--- src/rtl/hamming74_pkg.sv ---
// Shared Hamming(7,4) definitions: codeword layout, encoder and serializer state type.
// The same encode function serves the transmitter, the decoder and its scoreboards.
package hamming74_pkg;

    localparam int CW_W   = 7;
    localparam int DATA_W = 4;

    localparam int P0_BIT = 0;
    localparam int P1_BIT = 1;
    localparam int D0_BIT = 2;
    localparam int P2_BIT = 3;
    localparam int D1_BIT = 4;
    localparam int D2_BIT = 5;
    localparam int D3_BIT = 6;

    localparam logic [2:0] LAST_IDX = 3'd6;

    typedef enum logic {
        IDLE  = 1'b0,
        SHIFT = 1'b1
    } ser_state_t;

    // Parity bits sit at the power-of-two Hamming positions 1, 2, 4.
    function automatic logic [CW_W-1:0] hamming74_encode(input logic [DATA_W-1:0] d);
        logic [CW_W-1:0] cw;
        cw         = '0;
        cw[D3_BIT] = d[3];
        cw[D2_BIT] = d[2];
        cw[D1_BIT] = d[1];
        cw[D0_BIT] = d[0];
        cw[P0_BIT] = d[3] ^ d[1] ^ d[0];
        cw[P1_BIT] = d[3] ^ d[2] ^ d[0];
        cw[P2_BIT] = d[3] ^ d[2] ^ d[1];
        return cw;
    endfunction

endpackage

--- src/rtl/hamming74_ser.sv ---
// 7-bit parallel-to-serial shifter. A load is taken when idle or on the last bit,
// which gives gap-free back-to-back words.
module hamming74_ser
    import hamming74_pkg::*;
#(
    parameter bit MSB_FIRST = 1'b1
) (
    input  logic            clk,
    input  logic            rst_n,
    input  logic            i_load,
    input  logic [CW_W-1:0] i_word,
    output logic            o_ser,
    output logic            o_frame,
    output logic            o_busy,
    output logic            o_last,
    output logic            o_can_load_nxt,
    output ser_state_t      o_state
);

    ser_state_t      r_state;
    ser_state_t      w_state_nxt;
    logic [CW_W-1:0] r_shift;
    logic [CW_W-1:0] w_shift_nxt;
    logic [CW_W-1:0] w_shifted;
    logic [2:0]      r_idx;
    logic [2:0]      w_idx_nxt;
    logic            w_last;

    assign w_last    = (r_state == SHIFT) && (r_idx == LAST_IDX);
    assign w_shifted = MSB_FIRST ? {r_shift[CW_W-2:0], 1'b0} : {1'b0, r_shift[CW_W-1:1]};

    always_ff @(posedge clk or negedge rst_n) begin
        if (!rst_n) begin
            r_state <= IDLE;
            r_shift <= '0;
            r_idx   <= '0;
        end else begin
            r_state <= w_state_nxt;
            r_shift <= w_shift_nxt;
            r_idx   <= w_idx_nxt;
        end
    end

    always_comb begin
        w_state_nxt = r_state;
        w_shift_nxt = r_shift;
        w_idx_nxt   = r_idx;
        case (r_state)
            IDLE: begin
                if (i_load) begin
                    w_state_nxt = SHIFT;
                    w_shift_nxt = i_word;
                    w_idx_nxt   = '0;
                end
            end
            SHIFT: begin
                if (w_last) begin
                    if (i_load) begin
                        w_shift_nxt = i_word;
                        w_idx_nxt   = '0;
                    end else begin
                        w_state_nxt = IDLE;
                        w_shift_nxt = '0;
                        w_idx_nxt   = '0;
                    end
                end else begin
                    w_shift_nxt = w_shifted;
                    w_idx_nxt   = r_idx + 3'd1;
                end
            end
            default: w_state_nxt = IDLE;
        endcase
    end

    assign o_ser   = (r_state == SHIFT) && (MSB_FIRST ? r_shift[CW_W-1] : r_shift[0]);
    assign o_frame = (r_state == SHIFT) && (r_idx == 3'd0);
    assign o_busy  = (r_state == SHIFT);
    assign o_last  = w_last;
    assign o_state = r_state;
    // True when the cycle after this edge will be able to take a load.
    assign o_can_load_nxt = (w_state_nxt == IDLE) ||
                            ((r_state == SHIFT) && (r_idx == LAST_IDX - 3'd1));

endmodule

--- src/rtl/hamming74_serial_tx.sv ---
// Hamming(7,4) transmitter: valid/ready nibble intake, encode with optional single-bit
// error injection, one-entry holding register, and a serial line with frame strobe.
module hamming74_serial_tx
    import hamming74_pkg::*;
#(
    parameter bit MSB_FIRST = 1'b1,
    parameter int CNT_W     = 16
) (
    input  logic              clk,
    input  logic              rst_n,
    input  logic              in_valid,
    output logic              in_ready,
    input  logic [DATA_W-1:0] in_data,
    input  logic [2:0]        inj_pos,
    output logic              code_valid,
    output logic [CW_W-1:0]   code_out,
    output logic              ser_out,
    output logic              ser_frame,
    output logic              ser_busy,
    output logic [CNT_W-1:0]  words_sent
);

    // Handshake: a nibble transfers on a rising edge where in_valid && in_ready.
    // in_ready is a flop output and never looks at in_valid in the same cycle.
    logic             r_in_ready;
    logic             r_hold_full;
    logic [CW_W-1:0]  r_hold_word;
    logic             r_code_valid;
    logic [CW_W-1:0]  r_code_out;
    logic [CNT_W-1:0] r_words_sent;

    logic             w_accept;
    logic             w_load;
    logic             w_can_load;
    logic             w_can_load_nxt;
    logic             w_hold_nxt;
    logic             w_last;
    logic [CW_W-1:0]  w_inj_mask;
    logic [CW_W-1:0]  w_code;
    ser_state_t       w_ser_state;

    assign w_accept   = in_valid && r_in_ready;
    assign w_inj_mask = (inj_pos == 3'd0) ? '0 : (CW_W'(1) << (inj_pos - 3'd1));
    assign w_code     = hamming74_encode(in_data) ^ w_inj_mask;
    assign w_can_load = (w_ser_state == IDLE) || w_last;
    assign w_load     = r_hold_full && w_can_load;
    assign w_hold_nxt = w_accept ? 1'b1 : (w_load ? 1'b0 : r_hold_full);

    always_ff @(posedge clk or negedge rst_n) begin
        if (!rst_n) begin
            r_in_ready   <= 1'b1;
            r_hold_full  <= 1'b0;
            r_hold_word  <= '0;
            r_code_valid <= 1'b0;
            r_code_out   <= '0;
            r_words_sent <= '0;
        end else begin
            r_hold_full  <= w_hold_nxt;
            // Lookahead: ready if the holding register is empty or drains next edge.
            r_in_ready   <= !w_hold_nxt || w_can_load_nxt;
            r_code_valid <= w_accept;
            if (w_accept) begin
                r_hold_word <= w_code;
                r_code_out  <= w_code;
            end
            if (w_last) begin
                r_words_sent <= r_words_sent + 1'b1;
            end
        end
    end

    hamming74_ser #(
        .MSB_FIRST(MSB_FIRST)
    ) u_ser (
        .clk            (clk),
        .rst_n          (rst_n),
        .i_load         (w_load),
        .i_word         (r_hold_word),
        .o_ser          (ser_out),
        .o_frame        (ser_frame),
        .o_busy         (ser_busy),
        .o_last         (w_last),
        .o_can_load_nxt (w_can_load_nxt),
        .o_state        (w_ser_state)
    );

    assign in_ready   = r_in_ready;
    assign code_valid = r_code_valid;
    assign code_out   = r_code_out;
    assign words_sent = r_words_sent;

endmodule

--- config.mk ---
export PLATFORM = sky130hd
export DESIGN_NAME = hamming74_serial_tx
export DESIGN_NICKNAME = d
export VERILOG_FILES = /design/src/rtl/hamming74_pkg.sv /design/src/rtl/hamming74_ser.sv /design/src/rtl/hamming74_serial_tx.sv
export SDC_FILE = /design/constraint.sdc
export NUM_CORES = 1
export LEC_CHECK = 0
export CAP_MARGIN = 20
export CORE_UTILIZATION = 55
export DETAILED_ROUTE_END_ITERATION = 16
export PLACE_DENSITY_LB_ADDON = 0.2
export SYNTH_ARGS = -nofsm -noshare
export SYNTH_HDL_FRONTEND = slang
export SYNTH_SLANG_ARGS = --single-unit
--- constraint.sdc ---
create_clock -name clk -period 4.8 [get_ports clk]
set_input_delay 0.72 -clock clk [delete_from_list [all_inputs] [get_ports clk]]
set_output_delay 0.72 -clock clk [all_outputs]
set_load 0.1 [all_outputs]
=== Yosys cells after proc, flatten, opt, wreduce, memory -nomap -nowiden ===
Cells that the tools add are included.

* Register bits: 37
* Output and inout bits: 28

* $add $sub $neg: 3
* Equality and inequality tests: 3
* Shift operators: 1
* Multiplexer cells: 13
* Bitwise gates (word level): 8
* Reductions and logical operators: 12

{| class="wikitable"
|+ Operators by type and width
! kind !! count
|-
| 7-bit two-way mux || 4
|-
| 16-bit by 1-bit adder with 16-bit output, second input constant || 1
|-
| 7-bit one-hot mux with 2 select lines || 1
|-
| 1-bit by 3-bit << shifter with 7-bit output, first input constant || 1
|-
| 7-bit XOR || 1
|-
| 3-bit equality test, second input constant || 2
|-
| 1-bit logical AND || 6
|-
| 3-bit logical NOT || 2
|-
| 3-bit two-way mux || 2
|-
| 3-bit one-hot mux with 2 select lines || 1
|-
| 1-bit XOR || 5
|-
| 1-bit two-way mux || 4
|-
| 3-bit by 1-bit adder with 3-bit output, second input constant || 1
|-
| 1-bit logical OR || 3
|-
| 3-bit by 1-bit subtractor with 3-bit output, second input constant || 1
|-
| 2-bit != test, second input constant || 1
|-
| 1-bit inverter || 2
|-
| 1-bit one-hot mux with 2 select lines || 1
|-
| 1-bit logical NOT || 1
|}

=== Depth between registers and ports, before layout ===
Gate-level depths: netlist of run 1.

* Word-level depth: 10
* Gate-level depth with buffers: 7
* Gate-level depth less buffers: 6

=== By module ===
A second synthesis of run 1 with hierarchy kept.

* Cells, all modules: 170
* Area, all modules: 1878.1 um2

{| class="wikitable"
|+ Modules (own cells, without submodules)
! module !! instances !! cells each !! area each (um2)
|-
| hamming74_serial_tx || 1 || 109 || 1242.4
|-
| hamming74_ser || 1 || 61 || 635.6
|}

=== Least setup slack after synthesis of run 1 ===
Ideal clock, no wire load.

* Path type: register to output
* Start point: register u_ser.r_state, in the netlist u_ser.o_busy
* End point: output ser_frame
* Arrival: 2829 ps
* Data required time: 4080 ps
* Setup slack: 1251 ps
* Cell stages (with the launch flop): 5
* Cells stage by stage: dfrtp_1 > clkbuf_1 > clkbuf_1 > nand2_1 > nor2_1

* Cells in the longest elaborated chain, start to end: 1

{| class="wikitable"
|+ Ends and longest elaborated chain
! what !! RTL line !! source
|-
| from (decl) || hamming74_ser.sv:20 || <nowiki>ser_state_t r_state;</nowiki>
|-
| from (signal assigned) || hamming74_ser.sv:38 || <nowiki>r_state <= w_state_nxt;</nowiki>
|-
| 1-bit logical AND || hamming74_ser.sv:76 || <nowiki>assign o_frame = (r_state == SHIFT) && (r_idx == 3'd0);</nowiki>
|-
| to (decl) || hamming74_serial_tx.sv:18 || <nowiki>output logic ser_frame,</nowiki>
|}

Every way passes these cells.

=== Worst setup path after layout of run 1 ===
* Start point: register u_ser.r_state, in the netlist u_ser.o_busy
* End point: output ser_out

* Cells in the longest elaborated chain, start to end: 1

{| class="wikitable"
|+ Ends and longest elaborated chain
! what !! RTL line !! source
|-
| 1-bit logical AND || hamming74_ser.sv:75 || <nowiki>assign o_ser = (r_state == SHIFT) && (MSB_FIRST ? r_shift[CW_W-1] : r_shift[0]);</nowiki>
|-
| to (decl) || hamming74_serial_tx.sv:17 || <nowiki>output logic ser_out,</nowiki>
|}

Every way passes these cells.

==> results of run 1 <==
==> power by group through the flow <==
stage | clock, mW | combinational [mW] | sequential, mW
2_1_floorplan | 0 | 0.303 | 0.847
3_3_place_gp | 0 | 0.801 | 0.508
3_5_place_dp | 0 | 0.815 | 0.517
4_1_cts | 0.268 | 0.821 | 0.513
5_1_grt | 0.281 | 0.863 | 0.528
6_report | 0.263 | 0.817 | 0.513
==> metrics by stage <==
| stage | std cells | total power [mW] | instance area (sq um) |
|---|---|---|---|
| 6_report | 258 | 1.59 | 2350 |
| 5_1_grt | 258 | 1.67 | 2350 |
| 4_1_cts | 258 | 1.60 | 2350 |
| 3_5_place_dp | 250 | 1.33 | 2250 |
| 3_3_place_gp | 250 | 1.31 | 2250 |
| 2_1_floorplan | 177 | 1.15 | 1860 |
==> synthesized netlist by cell type, drive strengths merged, types with 5 or more instances <==
cell    count  area share [%]
nand4       6             2.0
mux2i       7             3.8
nor2        8             1.6
xnor2      15             7.0
ha          6             4.0
dfrtp      36              48
o21ai      16             4.3
nand2      22             4.6
clkbuf      5             1.0
nor3b       5             2.3
xor2       12             5.6
nand3       5             1.3
a22oi       6             2.4
==> worst paths after layout <==
| path | start | endpoint | slack (ns) | cells after the start |
|---|---|---|---|---|
| min in group asynchronous | rst_n | words_sent[9] | 0.80 | 2 |
| worst min-delay path | words_sent[15] | words_sent[15] | 0.51 | 1 |
| worst min register to register | words_sent[15] | words_sent[15] | 0.51 | 1 |
| worst max-delay path | u_ser.o_busy | ser_out | 1.68 | 2 |
| worst max register to register | u_ser.r_idx[0] | words_sent[15] | 3.00 | 6 |
| max in group asynchronous | rst_n | in_ready | 3.64 | 2 |
==> critical path: cells and delay by family, from the launching register on <==
family / cells / cell delay, ns
simple gates: 1 / 0.21
buf+inv: 1 / 1.13
flops: 1 / 0.73
==> flip-flops by register name, summed over array words and instances, names as in the netlist <==
register	flops
u_ser.r_idx	3
words_sent	16
u_ser.r_shift	7
code_out	7
in_ready	1
r_hold_full	1
code_valid	1
u_ser.o_busy	1
==> area by class of cell <==
class | count | share of cell area (%)
clock buffer | 5 | 1.60
inverter | 4 | 0.638
tap | 44 | 2.34
multi-input combinational | 127 | 37.2
clock inverter | 3 | 2.77
sequential | 37 | 39.4
timing repair buffer | 38 | 16.1
==> cell families (layout without fill, tap and decap cells) <==
family | after synthesis | count (layout) | share of synthesized area, %
compound gates | 26 | 26 | 8.19
xor+xnor | 27 | 27 | 12.7
fa+ha+maj | 7 | 7 | 4.63
buf+inv | 13 | 50 | 3.36
flops | 37 | 37 | 49.7
mux | 8 | 8 | 4.36
simple gates | 59 | 59 | 17.0
==> placed cells by master (no fill, tap or decap) <==
| cell type | netlist | layout |
|---|---|---|
| bufinv_16 | 0 | 2 |
| nor2_1 | 8 | 8 |
| xor2_1 | 12 | 12 |
| mux2_2 | 1 | 1 |
| o31ai_1 | 3 | 3 |
| and2_1 | 4 | 4 |
| a21oi_1 | 1 | 1 |
| nand2_1 | 21 | 21 |
| mux2i_1 | 7 | 7 |
| ha_1 | 6 | 6 |
| dfstp_2 | 1 | 1 |
| nand2_2 | 1 | 1 |
| nand3b_1 | 2 | 2 |
| dfrtp_1 | 36 | 36 |
| nor3_1 | 1 | 1 |
| clkinv_2 | 0 | 1 |
| nand4_1 | 6 | 6 |
| xnor2_1 | 15 | 15 |
| clkdlybuf4s50_1 | 0 | 37 |
| and4_4 | 3 | 3 |
| and3_1 | 2 | 2 |
| a22oi_1 | 6 | 6 |
| nor3b_2 | 1 | 1 |
| inv_1 | 4 | 4 |
| maj3_2 | 1 | 1 |
| nand3_1 | 5 | 5 |
| buf_4 | 1 | 1 |
| or2_2 | 1 | 1 |
| nor3b_1 | 4 | 4 |
| o21ai_0 | 14 | 14 |
| clkbuf_4 | 0 | 5 |
| o21ai_1 | 2 | 2 |
==> routing by layer <==
layer  part of all wire, %  routed length, um
met5                     0                  0
met4                  0.92                 34
met3                   4.0                146
met2                    52               1910
met1                    43               1590
==> run_results.csv, run 1 <==
group,metric,value,unit
outcome,status,"complete, no violations",
clock_tree,clockBufferDepth,2,
setup_path,crit_chain,"and2_1 > clkdlybuf4s50_1",
detailed_routing,drt_pre_antenna_iters,4,
die,die_h,60.2,um
clock_tree,numClockSinks,37,
die,dieArea,3630,sq um
synthesis,synth-edff-count,0,
sta,setup_slack,1.68,ns
detailed_routing,wl_per_cell,14.3,um
setup_path,slowest_stage,"clkdlybuf4s50_1",
grt,grt.overflow.total,0,
sta,slew_headroom,34.9,%
sta,rsz0062_at_grt,"false",
grt,grtUsageMet3,8.23,%
setup_path,critical_path_peak_fanout,22,
die,ios,38,
synthesis,syn_area,1860,sq um
clock_tree,htree_levels,2,
die,start_util,59.6,%
sta,drv_slew,0,
detailed_routing,via_count,1422,
grt,grt_start_max_net_pins,38,
sta,hold_ws,0.511,ns
finish,post-route-util,75.2,%
detailed_routing,vias_per_cell,5.51,
detailed_routing,drc,0,
synthesis,synth_nets,193,
pwr,switching_share,50.7,%
pwr,seqPwrFrac,32.2,%
place,dp_slack,2.05,ns
job,cap_violations,0,
synthesis,yosys_warnings,0,
setup_path,startpoint_type,"flip-flop",
grt,grt_pass1_vias,1405,
synthesis,yosysUniqueCellTypes,31,
sta,worst_pin_slew,0.973,ns
synthesis,synth_seq_cells,37,
pwr,combPwrFrac,51.3,%
die,rows,20,
sta,finClkSkew,0.00762,ns
clock_tree,cts_hold_buf,0,
clock_tree,cts-root-buf,"clkbuf_4",
worst_hold_path,worst_hold_path_type,"reg2reg",
pwr,irDropWorstVdd,449,uV
clock_tree,path_clk_slew,0.12,ns
finish,area_growth_syn_to_layout,26.2,%
pwr,switching_power,0.809,mW
finish,layout-drive-gt1-share,8.41,%
sta,hold_violations,0,
setup_path,crit_path_end_kind,"primary output",
setup_path,crit_required,4.08,ns
detailed_routing,drt_iter0_drc,82,
clock_tree,post_cts_buffers,0,
synthesis,synthFlopType,"dfrtp_1",
pwr,power_frac_clock,16.5,%
synthesis,syn_inst,177,
clock_tree,clk_latency,0.33,ns
synthesis,synthArstFlopShare,100,%
place,hpwl,2.61,mm
finish,regArea,927,sq um
clock_tree,cts_tree,"done",
grt,top_usage_layer,"met2",
clock_tree,post_cts_resize_count,0,
finish,multi_input_area,875,sq um
grt,antenna_found_initial,0,
finish,final_nets,229,
grt,track_usage,23.0,%
detailed_routing,routed_wirelength,3.68,mm
sta,setup_tns,0,ns
finish,insertedDiodeCount,0,
finish,fillers,225,
sta,maxClockFrequency,321,MHz
place,io_buffers,37,
sta,min_period_over_period,65.0,%
grt,grt_use_met1,26.4,%
sta,period_minus_slack,3.12,ns
pwr,p_per_area,677,nW/um^2
die,die_x,60.2,um
setup_path,slowest_delay,1.13,ns
setup_path,crit_type,"reg2out",
synthesis,syn_avg_cell_area,10.5,sq um
pwr,p_int,0.785,mW
place,finalWeightedCongestion,0.787,
sta,setup_viol,0,
detailed_routing,postRouteAntennaNets,0,
clock_tree,cts_buffers,5,
die,core_area,3130,sq um
grt,use_met2,38.8,%
grt,grt_pass1_wl,6.15,mm
synthesis,yosysSeqAreaShare,49.7,%
pwr,p_leak,1.04,nW
setup_path,critPathArrivalTime,2.40,ns
(Power assumes the default switching activity.)
==> inputs of run 2 (changes only) <==
--- a/config.mk
+++ b/config.mk
@@ -6,7 +6,7 @@
 export NUM_CORES = 1
 export LEC_CHECK = 0
 export CAP_MARGIN = 20
-export CORE_UTILIZATION = 55
+export CORE_UTILIZATION = 51
 export DETAILED_ROUTE_END_ITERATION = 16
 export PLACE_DENSITY_LB_ADDON = 0.2
 export SYNTH_ARGS = -nofsm -noshare
==> constraint.sdc (replaced) <==
create_clock -name clk -period 3.2 [get_ports clk]
set_input_delay 0.48 -clock clk [delete_from_list [all_inputs] [get_ports clk]]
set_output_delay 0.48 -clock clk [all_outputs]
set_load 0.1 [all_outputs]
==> run_results.csv, run 2 (synthesis results as in run 1) <==
group,metric,value,unit
detailed_routing,routed_wirelength,3.60,mm
finish,insertedDiodeCount,0,
detailed_routing,vias_per_cell,5.29,
grt,grt_pass1_wl,6.29,mm
grt,track_usage,20.6,%
setup_path,critical_path_peak_fanout,2,
detailed_routing,drt_pre_antenna_iters,4,
setup_path,rr_worst_depth,6,
setup_path,crit_cells,1,
clock_tree,clockBufferDepth,2,
sta,slew_headroom,35.3,%
setup_path,r2r_slack,1.44,ns
grt,grt_pass1_vias,1379,
pwr,seqPwrFrac,32.5,%
sta,period_minus_slack,2.32,ns
setup_path,crit_required,2.72,ns
clock_tree,cts_buffers,5,
outcome,status,"complete, no violations",
die,start_util,54.6,%
detailed_routing,drt_iter0_drc,89,
place,hpwl,2.59,mm
clock_tree,cts_hold_buf,0,
clock_tree,clk_latency,0.34,ns
sta,drv_slew,0,
pwr,p_per_area,1030,nW/um^2
sta,hold_ws,0.485,ns
pwr,switching_power,1.20,mW
worst_hold_path,worst_hold_path_type,"reg2reg",
setup_path,crit_type,"reg2out",
sta,worst_pin_slew,0.968,ns
pwr,power_frac_clock,16.8,%
setup_path,endpoint,"words_sent[14]",
pwr,p_leak,1.08,nW
clock_tree,numClockSinks,37,
detailed_routing,drc,0,
setup_path,critPathBufInv,1,
die,dieArea,3900,sq um
setup_path,cp_top_family,"buffers and inverters",
clock_tree,path_clk_slew,0.12,ns
detailed_routing,wl_per_cell,13.8,um
setup_path,rr_endpoint,"in_ready",
die,rows,21,
sta,setup_tns,0,ns
sta,setup_slack,0.879,ns
die,die_x,62.5,um
die,core_area,3420,sq um
sta,finClkSkew,0.0125,ns
job,cap_violations,0,
sta,min_period_over_period,72.5,%
die,ios,38,
grt,grt.overflow.total,0,
setup_path,slowest_stage,"clkdlybuf4s50_1",
setup_path,critPathArrivalTime,1.84,ns
place,dp_slack,1.05,ns
setup_path,startpoint_type,"flip-flop",
detailed_routing,postRouteAntennaNets,0,
finish,final_cell_area,2290,sq um
place,place_inst,252,
clock_tree,cts-root-buf,"clkbuf_4",
pwr,power,2.35,mW
setup_path,r2r_start,"u_ser.r_idx[0]",
die,die_h,62.5,um
place,io_buffers,37,
finish,layout-drive-gt1-share,21.0,%
finish,final_common_cell,"dfrtp_1",
setup_path,slowest_delay,1.13,ns
pwr,p_int,1.15,mW
clock_tree,htree_levels,2,
finish,area_growth_syn_to_layout,23.0,%
clock_tree,cts_tree,"done",
sta,setup_viol,0,
pwr,combPwrFrac,50.6,%
finish,post-route-util,67.1,%
setup_path,crit_path_end_kind,"primary output",
sta,rsz0062_at_grt,"false",
finish,layout.cells.non_filler,260,
setup_path,crit_chain,"clkdlybuf4s50_1",
setup_path,critPathLaunch,"words_sent[14]",
grt,antenna_found_initial,0,
pwr,irDropWorstVdd,853,uV
detailed_routing,via_count,1375,
clock_tree,post_cts_resize_count,0,
place,finalWeightedCongestion,0.845,
pwr,switching_share,51.2,%
sta,hold_violations,0,
finish,largest_reg_flops,16,
grt,grt_start_max_net_pins,38,
place,place_area,2190,sq um
finish,final_nets,229,
sta,maxClockFrequency,431,MHz
finish,fillers,295,
finish,final_cell_mix,"36 x dfrtp_1, 27 x buf_4, 21 x nand2_1",
clock_tree,post_cts_buffers,0,
==> run 2: how the worst min path moves through the flow <==
stage,from,to,slack (ns),depth (start not counted)
5_1_grt,words_sent[15],words_sent[15],0.50,1
3_3_place_gp,words_sent[15],words_sent[15],0.46,1
4_1_cts,words_sent[15],words_sent[15],0.48,1
3_5_place_dp,words_sent[15],words_sent[15],0.46,1
2_1_floorplan,rst_n,code_out[0],0.18,0
6_report,words_sent[15],words_sent[15],0.48,1
==> run 2: final cells by class <==
class                           instances  area [sq um]  area share (%)
Clock buffer                            5          37.5            1.64
Clock inverter                          3          65.1            2.84
Inverter                                4          15.0           0.655
Multi-Input combinational cell        127           877            38.3
Sequential cell                        37           927            40.4
Tap cell                               46          57.6            2.51
Timing Repair Buffer                   38           313            13.6
==> run 2: routing by layer <==
metal  up-vias  share of wire (%)  GRT usage, %
met2        28                 52          35.2
met3         6                4.1          5.84
met4         0                1.3          6.40
li1        677                  -             -
met5         -                  0             0
met1       664                 42          25.2
==> run 2: power groups by stage <==
| stage | logic (mW) | clock network [mW] | registers [mW] |
|---|---|---|---|
| global route | 1.26 | 0.422 | 0.792 |
| CTS | 1.20 | 0.405 | 0.766 |
| finish | 1.19 | 0.396 | 0.766 |
| global placement | 1.17 | 0 | 0.765 |
| floorplan | 0.457 | 0 | 1.27 |
| detailed placement | 1.20 | 0 | 0.774 |
